## src/rtl/alu_pkg.sv

```systemverilog
// alu_pkg: shared types for the sequential ALU.
// Op encodings, FSM states and the op-field width.
package alu_pkg;

    localparam int ALU_OP_W = 3;

    typedef enum logic [ALU_OP_W-1:0] {
        ALU_AND = 3'b000,
        ALU_ADD = 3'b001,
        ALU_XOR = 3'b010,
        ALU_SLT = 3'b011,
        ALU_SLL = 3'b100,
        ALU_SRL = 3'b101,
        ALU_SNE = 3'b110,
        ALU_MUL = 3'b111
    } alu_op_e;

    typedef enum logic {
        IDLE     = 1'b0,
        MUL_BUSY = 1'b1
    } alu_state_e;

endpackage

```

## src/rtl/alu_mul_seq.sv

```systemverilog
// alu_mul_seq: iterative shift-add multiplier, one bit per cycle.
// done is high in the cycle whose edge completes the last iteration.
module alu_mul_seq
    import alu_pkg::*;
#(
    parameter int WIDTH = 8
) (
    input  logic               clk,
    input  logic               rst_n,
    input  logic               start,
    input  logic [WIDTH-1:0]   a,
    input  logic [WIDTH-1:0]   b,
    output logic               done,
    output logic [2*WIDTH-1:0] product
);

    localparam int CNT_W = $clog2(WIDTH) + 1;

    logic [CNT_W-1:0]   cnt;
    logic [2*WIDTH-1:0] acc;
    logic [2*WIDTH-1:0] mcand;
    logic [WIDTH-1:0]   mplier;
    logic [2*WIDTH-1:0] addend;

    // partial sum including this cycle's step, so the last
    // iteration's value is visible while done is high
    assign addend  = mplier[0] ? mcand : '0;
    assign product = acc + addend;
    assign done    = (cnt == CNT_W'(1));

    // load on start, then one shift-add step per cycle until the counter empties
    always_ff @(posedge clk or negedge rst_n) begin
        if (!rst_n) begin
            cnt    <= '0;
            acc    <= '0;
            mcand  <= '0;
            mplier <= '0;
        end else if (start) begin
            cnt    <= CNT_W'(WIDTH);
            acc    <= '0;
            mcand  <= {{WIDTH{1'b0}}, a};
            mplier <= b;
        end else if (cnt != '0) begin
            cnt    <= cnt - CNT_W'(1);
            acc    <= product;
            mcand  <= mcand << 1;
            mplier <= mplier >> 1;
        end
    end

endmodule

```

## src/rtl/alu_seq.sv

```systemverilog
// alu_seq: registered ALU with valid/ready handshakes on both sides.
// Define ALU_MUL_EN to make op 111 an iterative multiply; otherwise it is a NOP.
module alu_seq
    import alu_pkg::*;
#(
    parameter int WIDTH = 8
) (
    input  logic                clk,
    input  logic                rst_n,
    input  logic                in_valid,
    output logic                in_ready,
    input  logic [WIDTH-1:0]    a,
    input  logic [WIDTH-1:0]    b,
    input  logic [ALU_OP_W-1:0] alu_op,
    output logic                out_valid,
    input  logic                out_ready,
    output logic [WIDTH-1:0]    result,
    output logic                zero,
    output logic                carry
);

    logic             accept;
    logic             load;
    logic [WIDTH:0]   sum;
    logic [WIDTH-1:0] dp_res;
    logic             dp_carry;
    logic [WIDTH-1:0] nxt_res;
    logic             nxt_carry;

    assign accept = in_valid && in_ready;
    assign sum    = {1'b0, a} + {1'b0, b};

    // single-cycle datapath; shifts by >= WIDTH naturally give zero
    always_comb begin
        dp_res   = '0;
        dp_carry = 1'b0;
        unique case (alu_op_e'(alu_op))
            ALU_AND: dp_res = a & b;
            ALU_ADD: begin
                dp_res   = sum[WIDTH-1:0];
                dp_carry = sum[WIDTH];
            end
            ALU_XOR: dp_res = a ^ b;
            ALU_SLT: dp_res = {{(WIDTH-1){1'b0}}, (a < b)};
            ALU_SLL: dp_res = a << b;
            ALU_SRL: dp_res = a >> b;
            ALU_SNE: dp_res = {{(WIDTH-1){1'b0}}, (a != b)};
            ALU_MUL: dp_res = '0;
            default: dp_res = '0;
        endcase
    end

`ifdef ALU_MUL_EN

    alu_state_e         state_q;
    alu_state_e         state_d;
    logic               mul_start;
    logic               mul_done;
    logic [2*WIDTH-1:0] mul_prod;

    assign in_ready = (state_q == IDLE) && (!out_valid || out_ready);

    alu_mul_seq #(
        .WIDTH   (WIDTH)
    ) u_mul (
        .clk     (clk),
        .rst_n   (rst_n),
        .start   (mul_start),
        .a       (a),
        .b       (b),
        .done    (mul_done),
        .product (mul_prod)
    );

    // FSM state register
    always_ff @(posedge clk or negedge rst_n) begin
        if (!rst_n) state_q <= IDLE;
        else        state_q <= state_d;
    end

    // next state, multiplier start and output-register load selection
    always_comb begin
        state_d   = state_q;
        mul_start = 1'b0;
        load      = 1'b0;
        nxt_res   = dp_res;
        nxt_carry = dp_carry;
        unique case (state_q)
            IDLE: begin
                if (accept) begin
                    if (alu_op_e'(alu_op) == ALU_MUL) begin
                        mul_start = 1'b1;
                        state_d   = MUL_BUSY;
                    end else begin
                        load = 1'b1;
                    end
                end
            end
            MUL_BUSY: begin
                if (mul_done) begin
                    load      = 1'b1;
                    nxt_res   = mul_prod[WIDTH-1:0];
                    nxt_carry = |mul_prod[2*WIDTH-1:WIDTH];
                    state_d   = IDLE;
                end
            end
            default: state_d = IDLE;
        endcase
    end

`else

    assign in_ready  = !out_valid || out_ready;
    assign load      = accept;
    assign nxt_res   = dp_res;
    assign nxt_carry = dp_carry;

`endif

    // output register: a new load wins over a drain at the same edge
    always_ff @(posedge clk or negedge rst_n) begin
        if (!rst_n) begin
            out_valid <= 1'b0;
            result    <= '0;
            zero      <= 1'b0;
            carry     <= 1'b0;
        end else if (load) begin
            out_valid <= 1'b1;
            result    <= nxt_res;
            zero      <= (nxt_res == '0);
            carry     <= nxt_carry;
        end else if (out_ready) begin
            out_valid <= 1'b0;
        end
    end

endmodule

```

## config.mk

```make
export PLATFORM = sky130hd
export DESIGN_NAME = alu_seq
export DESIGN_NICKNAME = d
export VERILOG_FILES = /design/src/rtl/alu_pkg.sv /design/src/rtl/alu_mul_seq.sv /design/src/rtl/alu_seq.sv
export SDC_FILE = /design/constraint.sdc
export NUM_CORES = 1
export LEC_CHECK = 0
export BUFFER_PORTS_ARGS = -buffer_cell sky130_fd_sc_hd__buf_2
export CAP_MARGIN = 0
export CORE_MARGIN = 3
export CORE_UTILIZATION = 57
export CTS_CLUSTER_SIZE = 16
export DETAILED_ROUTE_END_ITERATION = 10
export GPL_ROUTABILITY_DRIVEN = 0
export PLACE_DENSITY = 0.83
export REMOVE_ABC_BUFFERS = 1
export SLEW_MARGIN = 40
export SYNTH_ARGS = -nofsm -noshare
export SYNTH_HDL_FRONTEND = slang
export SYNTH_SLANG_ARGS = --single-unit
```

## constraint.sdc

```tcl
create_clock -name clk -period 1.6 [get_ports clk]
set_input_delay 0.16 -clock clk [delete_from_list [all_inputs] [get_ports clk]]
set_output_delay 0.16 -clock clk [all_outputs]
set_load 0.02 [all_outputs]
```

==> results of run 1 <==
[cells by family after synthesis]
| kind of cell | after synthesis | share of synthesized area, % |
|---|---|---|
| AND/OR/NAND/NOR | 77 | 22.1 |
| AO/OA/AOI/OAI | 75 | 27.7 |
| buffers and inverters | 35 | 7.57 |
| multiplexers | 17 | 14.7 |
| flip-flops | 11 | 14.7 |
| adder cells (fa/ha/maj) | 17 | 11.8 |
| XOR/XNOR | 3 | 1.41 |
[metrics by stage]
step / hold WS, ns / TNS (ns) / area [sq um]
floorplan: -0.136 / -1.44 / 1800
global placement: 0.0299 / -4.29 / 2610
detailed placement: 0.0310 / -4.93 / 2610
[synthesized netlist by cell type (all sizes together), types with 2 or more instances]
cell,n,area share (%)
nand2b,5,1.7
a21boi,2,0.80
nor2,7,1.4
a21o,2,0.80
o221ai,4,1.9
a21oi,19,5.1
buf,7,1.9
xnor2,2,0.94
and2,2,0.67
o21ai,16,4.3
a32o,2,1.1
a211oi,3,1.2
nand3b,2,0.80
nand4,6,2.0
inv,19,3.8
and3,4,1.3
nand3,8,2.1
o21bai,3,1.2
mux4,8,9.6
a2111oi,2,1.9
ha,16,11
a221oi,2,0.94
nor3,6,1.9
nor3b,2,0.80
mux2,4,2.4
a31oi,3,1.0
nand2,24,4.8
o31ai,5,2.0
o22ai,2,0.67
clkbuf,9,1.8
o211ai,2,0.80
nor2b,4,1.3
or3,3,1.0
dfrtp,11,15
mux2i,5,2.7
==> impl_metrics.toml, run 1 <==
[status]
status = "did not finish"
haltStage = "clock tree synthesis"
firstError = "[ERROR DPL-0033] detailed placement checks failed during check placement."

[logic_synthesis]
synthArstFlopShare_pct = 100
seq_area_frac_synth_pct = 14.7
synth_ff_type = "dfrtp_1"
synth_edf_count = 0
syn_inst = 235
syn_area_sq_um = 1870
ys_ff_latch = 11
post_synth_num_cell_types = 56
yosys_warnings = 0
syn_area_per_cell_sq_um = 7.95

[clocking]
cts_setup_buffers = 5
cts_hold_buf = 1
cts-htree-levels = 1
ctsResizeCount = 72
cts_buffer_depth = 2
cts_sinks = 11
cts-root-buf = "clkbuf_4"
cts_inserted_buffers = 3

[place]
numPortBuffers = 34
dp_hpwl_microns = 5360
dp_worst_setup_slack_ns = -0.784
dpl.cell_count = 374

[floorplanning]
io_pins = 35
row_count = 20
die_w_microns = 63.2
start_util_pct = 60.7
die_h_microns = 63.2
==> inputs of run 2 (changes only) <==
CORE_UTILIZATION = 40   (was 57)
CTS_CLUSTER_SIZE = unset   (was 16)
PLACE_DENSITY = unset   (was 0.83)
PLACE_DENSITY_LB_ADDON = 0.15   (was unset)
==> run 2 against run 1 <==
Net effect: the flow now finishes, with violations (setup timing); area after synthesis unchanged; synthesized cell count did not move.
==> impl_metrics.toml, run 2 <==
[status]
status = "complete, but fails checks"
violations = "setup timing"

[sta]
skew_ns = 0.00539
period_minus_slack_ns = 1.95
fmax_mhz = 513
setup_viol = 8
relSlewSlack_pct = 77.2
rsz0062_at_grt = "true"
holdWs_ns = 0.137
post-route-period-util_pct = 122
drv_slew = 0
hold_violations = 0
tightest_slew_ns = 0.342
fin_ws_ns = -0.349

[logic_synthesis]
seq_area_frac_synth_pct = 14.7
synth-compound-area-share_pct = 27.7
synthXorXnorAreaFrac_pct = 1.41
yosys.area.top_type = "dfrtp_1"
synth_edf_count = 0
synthArstFlopShare_pct = 100
syn_inst = 235
synth-simple-area-share_pct = 22.1
post_synth_num_cell_types = 56
ys_ff_latch = 11
synth_area_leaders = "dfrtp_1 (15%), ha_1 (11%), mux4_2 (9.6%)"
synth_top_area_share_pct = 14.7
synthTopCellsByCount = "nand2_1 (24), a21oi_1 (19), inv_1 (17), ha_1 (16), dfrtp_1 (11)"
syn_area_sq_um = 1870
synth.most_common_cell = "nand2_1"
synthAdderAreaFrac_pct = 11.8
yosys_warnings = 0
yosys-mux-area-fraction_pct = 14.7
synth_top_family_by_area = "compound AO/OA/AOI/OAI gates"
syn_area_per_cell_sq_um = 7.95
synth_ff_type = "dfrtp_1"

[critical_path]
crit_chain = "buf_8 -> ha_4 -> inv_2 -> fa_2 -> o21bai_1 -> a21oi_2 -> buf_4 -> mux2i_1 -> o22ai_1 -> nand4_1 -> nor4b_2 -> a32o_1"
startpoint_type = "input pin"
cp_top_family = "compound AO/OA/AOI/OAI gates"
worst_path_max_delay_cell = "fa_2"
critPathBufInv = 3
crit_type = "in2reg"
endpoint_kind = "flop"
crit_fanout = 3
crit_required_ns = 1.78
arrival_ns = 2.13
critPathMaxStageDelay_ns = 0.35

[route]
drt-wirelength-per-cell_microns = 17.3
drc = 0
wirelength_microns = 6960
via_per_inst = 5.80
drt_iter0_markers = 129
dr.pass1.iters = 4
num_vias = 2336
ant_nets = 0

[place]
dp_hpwl_microns = 5380
dp_worst_setup_slack_ns = -0.768
numPortBuffers = 34

[global_routing]
grt-ovfl-total = 0
antenna_found_initial = 0
grt_pass1_vias = 2376
grt_pass1_wl_microns = 11200
grt_max_degree = 17
track_usage_pct = 26.1

[pwr]
swShare_pct = 38.4
p_leak_nw = 1.47
power_w = 0.00158
p_int_w = 0.000974
pwr-share-seq_pct = 21.1
switchingPower_w = 0.000607
vdd_ir_drop_max_v = 0.000278
power_frac_comb_pct = 61.6
power_frac_clock_pct = 17.3
p_per_area_nw_per_um2 = 482

[floorplanning]
start_util_pct = 42.0
row_count = 24
die_h_microns = 74.3
core_area_sq_um = 4440
die_w_microns = 74.3
io_pins = 35
dieArea_sq_um = 5530

[job]
cap_violations = 0

[clocking]
insertion_delay_ns = 0.24
cts_buffer_depth = 2
cts-root-buf = "clkbuf_8"
cts_sinks = 11
cts-htree-levels = 1
path_clk_slew_ns = 0.05
cts_tree = "yes"
cts_inserted_buffers = 3

[cells_and_area]
top_register = "result"
drive_gt1_share_pct = 55.8
nets = 392
syn2layout_area_growth_pct = 75.6
mostFrequentLayoutCell = "buf_4"
diodes = 0
largest_register_ffs = 8
final_cell_mix = "buf_4 (80), buf_2 (25), nand2_1 (23)"

[hold_path]
hold_class = "in2reg"
[run 2: cell counts after synthesis]
No cell type changed its count.
[run 2: repair_timing]
item,in CTS,in global routing
endpoints found under the setup margin,10,9
resized for setup,66,39
cloned,1,0
endpoints found under the hold margin,11,0
setup buffers,7,2
pin swaps,31,29
hold buffers,1,0
[run 2: final timing paths]
path	slack (ns)	startpoint	end	cells after the start
worst max-delay path	-0.35	b[0]	zero	12
worst min-delay path	0.14	in_valid	out_valid	2
worst max register to register	0.13	out_valid	zero	6
worst min register to register	0.47	result[5]	result[5]	2
max in group asynchronous	1.08	rst_n	result[1]	2
min in group asynchronous	0.32	rst_n	result[5]	2
[run 2: cell families (layout without fill, tap and decap cells)]
group,after synthesis,in the layout
muxes,17,17
adders and majority gates,17,17
DFF,11,11
xor gates and xnor gates,3,3
AOI/OAI and AO/OA,75,75
buffers and inverters,35,151
and+or+nand+nor,77,77
[run 2: final cells by class]
type | instances | area, sq um
multi-input combinational | 189 | 1820
sequential | 11 | 275
tap | 52 | 65.1
timing repair buffer | 128 | 991
inverter | 19 | 83.8
fill | 332 | 1160
clock buffer | 4 | 45.0
[run 2: metal layers]
layer	vias up	wire length (microns)	GRT usage, %
met3	19	302	2.30
li1	1118	-	-
met2	82	3530	45.9
met4	0	219	13.0
met5	-	0	0
met1	1117	2900	31.9
[run 2: metrics by stage]
stage          std cells  util, %  setup TNS, ns  area [sq um]
2_1_floorplan        219        -          -1.44          1800
3_3_place_gp         394     60.8          -4.86          2700
3_5_place_dp         394     60.8          -5.26          2700
4_1_cts              404     70.0          -1.51          3110
5_1_grt              403     73.8          -1.95          3280
6_report             403     73.8          -1.33          3280
[run 2: power by group through the flow]
stage	Combinational, W	Clock [W]	Sequential, W
finish	0.000974	0.000274	0.000333
global route	0.00105	0.000302	0.000338
CTS	0.000898	0.000277	0.000333
detailed placement	0.000772	0	0.000337
global placement	0.000762	0	0.000336
floorplan	0.000312	0	0.000384
[run 2: worst reg2reg max path, cell delays in order, from the launching register on]
cell,delay (ns)
dfrtp_1,0.37
nand2b_1,0.11
nand2_1,0.12
a221oi_2,0.27
o21ai_4,0.11
nor4b_2,0.25
a32o_1,0.18
Power figures use the tool's default switching activity.
==> inputs of run 3 (changes only) <==
CELL_PAD_IN_SITES_DETAIL_PLACEMENT = 1   (was unset)
CELL_PAD_IN_SITES_GLOBAL_PLACEMENT = 1   (was unset)
==> run 3 against run 2 <==
Net effect: non-clock buffer count is 6 lower; via count is 29% higher; worst hold slack worse by 0.0063 ns; wire length is 95% higher; critical path type unchanged; sequential share of layout area is 0.18 points higher; clock power is 12% higher; combinational power is 17% higher; setup slack worse by 0.32 ns; first-iteration DRC count grew to 3.3 times the previous value; the run still ends with setup timing left; die area stayed put; cell count is 1.5% lower; global-route usage is 12 points higher; highest routed layer unchanged.
==> impl_metrics.toml, run 3 (synthesis gave the netlist of run 2 again) <==
[floorplanning]
start_util_pct = 42.0
die_w_microns = 74.3
die_h_microns = 74.3
core_area_sq_um = 4440
dieArea_sq_um = 5530
row_count = 24
io_pins = 35

[sta]
tightest_slew_ns = 0.923
skew_ns = 0.00228
relSlewSlack_pct = 37.9
period_minus_slack_ns = 2.27
drv_slew = 0
post-route-period-util_pct = 142
rsz0062_at_grt = "true"
fin_ws_ns = -0.670
holdWs_ns = 0.131
setup_viol = 10
hold_violations = 0
fmax_mhz = 441

[critical_path]
regToRegSetupSlack_ns = -0.14
crit_required_ns = 1.73
reg2reg_from = "out_valid"
crit_type = "in2reg"
endpoint_kind = "flop"
r2r_end = "zero"
startpoint_type = "input pin"
ff2ff_path_depth = 6
arrival_ns = 2.40
crit_fanout = 9

[global_routing]
grt_max_degree = 17
use_met2_pct = 67.5
grt_use_met1_pct = 41.0
grt_pass1_wl_microns = 15500
grt_pass1_vias = 2873
grt-ovfl-total = 0
grt.met3_usage_pct = 5.95
grt-busiest-layer = "met2"
track_usage_pct = 38.0
antenna_found_initial = 0

[clocking]
cts_buffer_depth = 2
cts-root-buf = "clkbuf_8"
cts_tree = "yes"
cts-htree-levels = 1
path_clk_slew_ns = 0.06
cts_sinks = 11
insertion_delay_ns = 0.25
cts_inserted_buffers = 3

[cells_and_area]
nets = 386
stdcell_count = 397
diodes = 0
syn2layout_area_growth_pct = 71.9
final_cell_mix = "buf_4 (78), buf_2 (28), nand2_1 (22)"
final_core_util_pct = 72.3
filler_cell_count = 488
drive_gt1_share_pct = 56.8
top_register = "result"
mostFrequentLayoutCell = "buf_4"
largest_register_ffs = 8

[route]
num_vias = 3023
drt_iter0_markers = 430
drc = 0
drt-wirelength-per-cell_microns = 34.2
wirelength_microns = 13600
ant_nets = 0
via_per_inst = 7.61
dr.pass1.iters = 5

[pwr]
vdd_ir_drop_max_v = 0.000396
p_per_area_nw_per_um2 = 559
p_leak_nw = 1.45

[hold_path]
hold_end = "out_valid"
holdPathStages = 2
hold_start = "in_valid"
hold_class = "in2reg"

[place]
dp_hpwl_microns = 6380
dpl.cell_count = 385
numPortBuffers = 34

[status]
violations = "setup timing"
status = "complete, but fails checks"

[job]
cap_violations = 0
## run 3: cell count changes in the layout (fill, tap and decap cells not counted), sizes merged
cell           delta
buf               -5
clkdlybuf4s15     -1
## run 3: layout make-up
cell class	count	area, sq um	area share, %
multi-input cells	189	1810	56.5
well taps	52	65.1	2.03
clock buffers	4	45.0	1.40
flip-flops and latches	11	275	8.57
repair buffers	122	933	29.1
inverters	19	78.8	2.45
## run 3: worst max-delay path by stage
| stage | start | end | slack (ns) | cells past startpoint |
|---|---|---|---|---|
| floorplan | b[4] | zero | -0.44 | 6 |
| detailed placement | b[0] | zero | -0.77 | 11 |
| CTS | b[0] | result[6] | -0.36 | 11 |
| global placement | b[4] | zero | -0.63 | 8 |
| global route | b[6] | zero | -0.69 | 11 |
| finish | alu_op[0] | zero | -0.67 | 10 |
## run 3: where the power goes
group	switching, W	leakage (nW)	internal [W]
clock	0.000130	0.0228	0.000177
combinational	0.000652	1.28	0.000493
sequential	0.0000295	0.142	0.000315
total	0.000811	1.45	0.000985
## run 3: timing repair
action | CTS | global route
hold buffers | 1 | 0
pin swaps | 33 | 27
buffers inserted | 8 | 4
hold endpoints to repair | 11 | 0
gates resized for setup | 58 | 37
endpoints found under the setup margin | 10 | 10
## run 3: per-layer routing
| metal | wire [microns] | vias to the layer above |
|---|---|---|
| li1 | - | 1110 |
| met1 | 4200 | 1382 |
| met2 | 5960 | 359 |
| met3 | 1750 | 172 |
| met4 | 1660 | 0 |
| met5 | 0 | - |
## run 3: worst max-delay path, stage by stage
cell and delay (ns):
buf_2 0.17, buf_4 0.22, inv_2 0.11, buf_4 0.17, buf_4 0.14, o31ai_1 0.78, a21boi_2 0.15, nand4_1 0.17
nor4b_2 0.07, a32o_1 0.25
## run 3: stage by stage
| step | worst slack (ns) | setup TNS, ns | instance area, sq um | power, W |
|---|---|---|---|---|
| after floorplan | -0.438 | -1.44 | 1800 | 0.000695 |
| after global placement | -0.634 | -4.53 | 2650 | 0.00109 |
| after detailed placement | -0.769 | -5.45 | 2650 | 0.00112 |
| after CTS | -0.358 | -1.72 | 3010 | 0.00151 |
| after global routing | -0.689 | -4.33 | 3210 | 0.00182 |
| final | -0.670 | -3.96 | 3210 | 0.00180 |
==> inputs of run 4 (changes only) <==
CORE_UTILIZATION = 37   (was 40)
clock period = 1.83 ns   (was 1.6 ns; I/O delays follow)
==> run 4 against run 3 <==
Net effect: the flow still finishes with violations (setup timing); critical path depth decreased by 2; via count decreased by 13%; non-clock buffer count increased by 7; wire length decreased by 23%; global-route usage decreased by 7.0 points; first-iteration DRC count decreased by 49%; clock skew increased by 0.0015 ns; worst hold slack improved by 0.025 ns; design area decreased by 0.86%; register-to-register slack improved by 0.27 ns; setup slack improved by 0.40 ns; sequential power decreased by 13%; highest routed layer is now met5.
==> impl_metrics.toml, run 4 (synthesis gave the netlist of run 2 again) <==
[status]
status = "complete, but fails checks"
violations = "setup timing"

[sta]
drv_slew = 0
fmax_mhz = 477
setup_viol = 7
period_minus_slack_ns = 2.10
tightest_slew_ns = 0.462
fin_ws_ns = -0.266
post-route-period-util_pct = 115
rsz0062_at_grt = "true"
skew_ns = 0.00376
holdWs_ns = 0.156
hold_violations = 0
relSlewSlack_pct = 69.1

[cells_and_area]
nets = 393
mostFrequentLayoutCell = "buf_4"
top_register = "result"
largest_register_ffs = 8
regArea_sq_um = 275
multiInputGateArea_sq_um = 1710
drive_gt1_share_pct = 52.8
final_core_util_pct = 66.5
final_cell_mix = "buf_4 (85), buf_2 (28), nand2_1 (22)"
diodes = 0
syn2layout_area_growth_pct = 70.5
filler_cell_count = 567

[floorplanning]
row_count = 25
dieArea_sq_um = 5940
io_pins = 35
start_util_pct = 39.0
core_area_sq_um = 4790
die_h_microns = 77.1
die_w_microns = 77.1

[critical_path]
arrival_ns = 2.23
endpoint_kind = "flop"
crit_required_ns = 1.96
crit_fanout = 2
crit_type = "in2reg"
regToRegSetupSlack_ns = 0.13
startpoint_type = "input pin"

[route]
ant_nets = 0
wirelength_microns = 10400
dr.pass1.iters = 4
drc = 0
drt-wirelength-per-cell_microns = 24.9
via_per_inst = 6.27
num_vias = 2626
drt_iter0_markers = 219

[clocking]
insertion_delay_ns = 0.25
cts_buffer_depth = 2
cts-htree-levels = 1
cts_sinks = 11
cts_inserted_buffers = 3
path_clk_slew_ns = 0.06
cts_tree = "yes"
cts-root-buf = "clkbuf_8"

[pwr]
vdd_ir_drop_max_v = 0.000343
p_per_area_nw_per_um2 = 458
p_leak_nw = 1.45

[job]
cap_violations = 0

[hold_path]
hold_class = "in2reg"

[place]
dp_hpwl_microns = 6420
numPortBuffers = 34

[global_routing]
grt-ovfl-total = 0
track_usage_pct = 31.0
grt_pass1_wl_microns = 14600
grt_max_degree = 17
antenna_found_initial = 1
grt_pass1_vias = 2778
-- run 4: cell types whose count changed in the layout (fill, tap and decap cells not counted), moves of 2 or more --
cell	change
o21ai_2	-4
o221ai_1	+2
a31oi_2	-2
o21ai_0	+2
a21oi_1	+3
buf_4	+7
a21oi_2	-2
a31oi_1	+2
o221ai_2	-2
o31ai_2	-2
-- run 4: critical path, cell delays in order --
cell	delay, ns
buf_6	0.09
or4_4	0.57
a2111oi_4	0.32
a41oi_2	0.07
a221o_1	0.38
o2111a_1	0.19
nor4b_2	0.18
a32o_1	0.24
-- run 4: area by class of cell --
type / count / area share (%)
Timing Repair Buffer: 129 / 31.1
Multi-Input combinational cell: 189 / 53.7
Sequential cell: 11 / 8.64
Clock buffer: 4 / 1.41
Tap cell: 67 / 2.63
Inverter: 19 / 2.48
-- run 4: metrics by stage --
step                power (W)  worst slack (ns)  TNS (ns)  cell area [sq um]  cells
floorplan            0.000608            -0.231    -0.292               1800    219
global placement     0.000976            -0.454     -2.85               2760    411
detailed placement    0.00100            -0.544     -3.29               2760    411
CTS                   0.00133            -0.134    -0.268               3050    419
global route          0.00151            -0.320     -1.33               3180    419
finish                0.00146            -0.266    -0.775               3180    419
-- run 4: what timing repair did --
| action | 4_1_cts | 5_1_grt |
|---|---|---|
| setup buffers | 5 | 4 |
| setup endpoints to repair | 7 | 8 |
| hold endpoints to repair | 11 | 0 |
| pin swaps | 25 | 19 |
| hold buffers | 1 | 0 |
| resized for setup | 49 | 25 |
-- run 4: worst paths after layout --
check                          start         to  cells after the start
setup / recovery                b[7]       zero                      8
hold / removal              in_valid  out_valid                      2
setup reg to reg           out_valid       zero                      6
hold reg to reg            result[0]  result[0]                      2
max in group asynchronous      rst_n  result[6]                      2
min in group asynchronous      rst_n  result[5]                      2
-- run 4: metal layers --
metal | up-vias | global-route usage, % | wire length, microns
met5 | - | 0 | 13
met4 | 2 | 8.90 | 483
met3 | 54 | 7.39 | 728
met2 | 141 | 53.7 | 5100
met1 | 1312 | 38.2 | 4100
li1 | 1117 | - | -
-- run 4: where the power goes --
| part | internal (W) | switching (W) | total (W) |
|---|---|---|---|
| combinational | 0.000415 | 0.000479 | 0.000894 |
| clock | 0.000154 | 0.000110 | 0.000264 |
| sequential | 0.000275 | 0.0000239 | 0.000299 |
